### src/rtl/bcd_seg_scan_driver.sv
// Five-position common-anode 7-segment scanner fed by a signed 4-digit BCD value.
// A frame snapshot is taken at each 4->0 slot wrap so the display never tears mid-scan.
module bcd_seg_scan_driver #(
    parameter int CLK_DIV  = 50000,
    parameter int BLANK_LZ = 1
) (
    input  logic        clk,
    input  logic        rst,
    input  logic        en,
    input  logic [16:0] bcd_in,
    output logic [4:0]  an,
    output logic [6:0]  seg,
    output logic        frame_done
);

    localparam int CNT_W = (CLK_DIV > 1) ? $clog2(CLK_DIV) : 1;
    localparam logic [CNT_W-1:0] CNT_MAX = CNT_W'(CLK_DIV - 1);

    localparam logic [6:0] SEG_BLANK = 7'h7F;
    localparam logic [6:0] SEG_MINUS = 7'h3F;
    localparam logic [6:0] SEG_ERR   = 7'h06;

    logic [CNT_W-1:0] cnt;
    logic [2:0]       idx;
    logic [16:0]      snap;
    logic             tick;
    logic [6:0]       seg_nxt;
    logic [4:0]       an_nxt;

    function automatic logic [6:0] seg_digit(input logic [3:0] d);
        logic [6:0] s;
        case (d)
            4'd0:    s = 7'h40;
            4'd1:    s = 7'h79;
            4'd2:    s = 7'h24;
            4'd3:    s = 7'h30;
            4'd4:    s = 7'h19;
            4'd5:    s = 7'h12;
            4'd6:    s = 7'h02;
            4'd7:    s = 7'h78;
            4'd8:    s = 7'h00;
            4'd9:    s = 7'h10;
            default: s = SEG_ERR;
        endcase
        return s;
    endfunction

    // A digit is blanked only when it and every higher digit are zero; nibbles >9 count as nonzero.
    function automatic logic [6:0] slot_seg(input logic [2:0] i, input logic [16:0] s);
        logic       lz_en;
        logic       blk3;
        logic       blk2;
        logic       blk1;
        logic [6:0] r;
        lz_en = (BLANK_LZ != 0);
        blk3  = lz_en && (s[15:12] == 4'd0);
        blk2  = blk3  && (s[11:8]  == 4'd0);
        blk1  = blk2  && (s[7:4]   == 4'd0);
        case (i)
            3'd0:    r = seg_digit(s[3:0]);
            3'd1:    r = blk1 ? SEG_BLANK : seg_digit(s[7:4]);
            3'd2:    r = blk2 ? SEG_BLANK : seg_digit(s[11:8]);
            3'd3:    r = blk3 ? SEG_BLANK : seg_digit(s[15:12]);
            3'd4:    r = (s[16] && (s[15:0] != 16'h0)) ? SEG_MINUS : SEG_BLANK;
            default: r = SEG_BLANK;
        endcase
        return r;
    endfunction

    function automatic logic [4:0] slot_an(input logic [2:0] i);
        logic [4:0] r;
        case (i)
            3'd0:    r = 5'h1E;
            3'd1:    r = 5'h1D;
            3'd2:    r = 5'h1B;
            3'd3:    r = 5'h17;
            3'd4:    r = 5'h0F;
            default: r = 5'h1F;
        endcase
        return r;
    endfunction

    assign tick = (cnt == CNT_MAX);

    always_comb begin
        seg_nxt = slot_seg(idx, snap);
        an_nxt  = slot_an(idx);
    end

    // Slot timing, snapshot and registered display outputs share one stage.
    always_ff @(posedge clk or posedge rst) begin
        if (rst) begin
            cnt        <= '0;
            idx        <= 3'd0;
            snap       <= 17'h0;
            an         <= 5'h1F;
            seg        <= SEG_BLANK;
            frame_done <= 1'b0;
        end else begin
            frame_done <= 1'b0;
            if (en) begin
                an  <= an_nxt;
                seg <= seg_nxt;
                if (tick) begin
                    cnt <= '0;
                    if (idx == 3'd4) begin
                        idx        <= 3'd0;
                        snap       <= bcd_in;
                        frame_done <= 1'b1;
                    end else begin
                        idx <= idx + 3'd1;
                    end
                end else begin
                    cnt <= cnt + 1'b1;
                end
            end else begin
                an  <= 5'h1F;
                seg <= SEG_BLANK;
            end
        end
    end

endmodule

### config.mk
export PLATFORM = sky130hd
export DESIGN_NAME = bcd_seg_scan_driver
export DESIGN_NICKNAME = d
export VERILOG_FILES = /design/src/rtl/bcd_seg_scan_driver.sv
export SDC_FILE = /design/constraint.sdc
export NUM_CORES = 1
export LEC_CHECK = 0
export CAP_MARGIN = 15
export CORE_MARGIN = 1
export CORE_UTILIZATION = 64
export DETAILED_ROUTE_END_ITERATION = 8
export DONT_BUFFER_PORTS = 1
export GPL_ROUTABILITY_DRIVEN = 0
export PLACE_DENSITY = 0.8
export SKIP_CTS_REPAIR_TIMING = 1
export SLEW_MARGIN = 5
export SYNTH_ARGS = -nofsm -noshare
export SYNTH_HDL_FRONTEND = slang
export SYNTH_SLANG_ARGS = --single-unit
### constraint.sdc
create_clock -name clk -period 2.15 [get_ports clk]
set_input_delay 0.1075 -clock clk [delete_from_list [all_inputs] [get_ports clk]]
set_output_delay 0.1075 -clock clk [all_outputs]
set_load 0.03 [all_outputs]
==> flow_metrics.py <==
metrics = {
    "worst_setup_path": {
        "critical-path-top-delay-family": "simple AND/OR/NAND/NOR gates",
        "crit_type": "reg2reg",
        "worst_path_max_delay_cell": "or3b_2",
        "crit_required_ps": 2410,
        "crit_buf_inv": 2,
        "crit_path_max_fanout": 6,
        "path_depth": 7,
        "reg2reg_depth": 7,
        "critical_path.cell_chain": "inv_1, ha_1, or3b_2, nor4_2, buf_4, o21ai_0, nand4_1",
        "end_kind": "flip-flop",
        "cp.arrival_ps": 2280,
        "slowest_delay_ps": 490,
        "critPathLaunchType": "flip-flop",
    },
    "cts": {
        "cts_tree": "built",
        "insertion_delay_ps": 320,
        "numClockSinks": 49,
        "htree_levels": 2,
        "cts_root_buf": "clkbuf_8",
        "clock_path_buffers": 2,
        "cts_buffers": 5,
        "path_clk_slew_ps": 100,
    },
    "global_route": {
        "grt_max_degree": 44,
        "grt_overflow": 0,
        "grt_first_pass_wirelength_um": 10910,
        "track_usage_pct": 27.47,
        "antenna_found_initial": 0,
        "first_global_vias": 2231,
    },
    "timing": {
        "period_needed_ps": 2015,
        "min_period_over_period_pct": 93.73,
        "worstMarginPinSlew_ps": 885.6,
        "rsz0062_at_grt": "false",
        "drv_slew": 0,
        "clock_skew_ps": 11.17,
        "fmax_ghz": 0.4962,
        "final-hold-violation-count": 0,
        "finalSetupViolCount": 0,
        "finalSetupTns_ps": 0,
        "whs_ps": 84.57,
        "slew_headroom_pct": 40.88,
    },
    "route": {
        "drtPass1Iterations": 4,
        "remaining_drc_errors": 0,
        "routed_wl_um": 6798,
        "routed_via_density": 5.871,
        "wl_per_cell_um": 16.26,
        "dr.first_iter.drc_count": 280,
        "vias": 2454,
        "ant_nets": 0,
    },
    "synth": {
        "synth-adder-area-share_pct": 10.56,
        "synth_edf_count": 0,
        "ys_seq_area_share_pct": 38.81,
        "synthDistinctLibCells": 51,
        "synth-xor-area-share_pct": 2.465,
        "synth_area_per_cell_um2": 9.871,
        "synth_commonest_cells": "dfrtp_1 (37), o21ai_0 (31), ha_1 (27)",
        "synth-simple-area-share_pct": 20.31,
        "yosys_warnings": 0,
        "synth.area.top_cells": "dfrtp_1 (29%), ha_1 (11%), dfstp_2 (9.9%), o21ai_0 (4.9%), mux2_4 (4.7%)",
        "synth_area_um2": 3198,
        "synth_compound_area_share_pct": 12.44,
        "netlist.top_cell.by_area": "dfrtp_1",
        "async_reset_ff_share_pct": 100.0,
        "synth_top_area_share_pct": 28.95,
        "syn-num-nets": 371,
        "netlist_instances": 324,
        "synth_ff_type": "dfrtp_1",
        "synth_mux_area_share_pct": 10.68,
        "synth_top_family_by_area": "simple AND/OR/NAND/NOR gates",
        "ys_ff_latch": 49,
        "synth.most_common_cell": "dfrtp_1",
    },
    "pwr": {
        "power_density_nw_per_um2": 496.7,
        "ir_worst_vdd_v": 0.0005185,
        "p_leak_nw": 1.518,
    },
    "floorplan": {
        "fp.dieW_um": 72.69,
        "die_area_um2": 5284,
        "die_h_um": 72.69,
        "io_pins": 33,
        "rows": 25,
        "coreArea_um2": 4755,
        "initial_core_util_pct": 67.26,
    },
    "run_status": {
        "outcome": "finished, final reports clean",
    },
    "layout": {
        "drive_gt1_share_pct": 19.37,
        "syn_to_final_growth_pct": 12.68,
        "fillerInstances": 346,
        "nets": 397,
        "seq_area_um2": 1241,
        "multi_input_area_um2": 1805,
        "diodes": 0,
    },
    "hold_path": {
        "hold_path.class": "in2reg",
        "hold_depth": 3,
    },
    "place": {
        "dp_hpwl_um": 4714,
        "port_buffers": 0,
    },
    "run": {
        "drv_cap": 0,
    },
}
[cells by family after synthesis]
group,count (synthesis)
adders and majority gates,27
DFF,49
xor gates and xnor gates,9
buffers and inverters,33
AOI/OAI and AO/OA,69
and+or+nand+nor,109
muxes,28
[metal layers]
metal  wire, um  vias up  global-route usage (%)
li1           -     1193                       -
met1       3114     1170                   39.19
met2       3111       76                   40.91
met3        417       15                   6.215
met4        155        0                   10.24
met5          0        -                       0
[state kept, by name (all words and copies together), names as in the netlist]
| signal | cells |
|---|---|
| snap | 17 |
| seg | 7 |
| an | 5 |
| frame_done | 1 |
| cnt | 16 |
| idx | 3 |
[worst reg2reg max path: stages (launching register included)]
cell,delay (ps)
dfrtp_1,450
inv_1,140
ha_1,190
or3b_2,490
nor4_2,270
buf_4,190
o21ai_0,110
nand4_1,130
[final cells by class]
| cell class | count | area share [%] |
|---|---|---|
| clock buffer | 5 | 1.910 |
| clock inverter | 3 | 0.6944 |
| inverter | 19 | 1.979 |
| multi-input combinational | 242 | 50.10 |
| sequential | 49 | 34.44 |
| tap | 67 | 2.326 |
| timing repair buffer | 33 | 8.542 |
[placed cells by master, fill, tap and decap left out, types with 2 or more instances in the layout]
cell type and count:
inv_1 18, nand2_1 21, nand3b_1 2, nor2_1 21, o2111ai_1 2, or2_2 4
mux2_4 10, o22ai_1 3, ha_1 27, xnor2_1 7, nand3_1 6, a21oi_1 18
mux2_2 9, or3_1 3, dfstp_2 12, xor2_1 2, nand4_1 7, nor2b_1 10
o31ai_1 3, clkbuf_8 5, dfrtp_1 37, inv_6 2, and4_1 3, nand2b_1 9
o21ai_0 31, a211oi_1 5, dlygate4sd3_1 19, buf_4 13, nor3_1 9, mux2i_1 9
[path summary, 6_finish.rpt]
| check | from | end | slack [ps] |
|---|---|---|---|
| max in group asynchronous | rst | seg[4] | 970 |
| worst max register to register | snap[9] | seg[2] | 130 |
| worst min register to register | cnt[15] | cnt[15] | 480 |
| min in group asynchronous | rst | idx[2] | 450 |
| worst min-delay path | en | an[1] | 80 |
| worst max-delay path | snap[9] | seg[2] | 130 |
[metrics by stage]
step	area (um^2)	cells	worst slack, ps	total power, W	utilization (%)
2_1_floorplan	3198	324	187.1	0.001176	-
3_3_place_gp	3319	391	258.0	0.001191	69.82
3_5_place_dp	3319	391	184.2	0.001200	69.82
4_1_cts	3413	399	158.4	0.001775	71.79
5_1_grt	3603	418	12.70	0.001886	75.79
6_report	3603	418	134.8	0.001790	75.79
[report_power, final]
part	internal [W]	switching [W]	total (W)
Clock	0.000238	0.000341	0.000579
Sequential	0.000973	0.0000813	0.00105
Combinational	0.0000793	0.0000772	0.000157
Total	0.00129	0.000500	0.00179
Note: power is estimated with default switching activity, not from simulation.
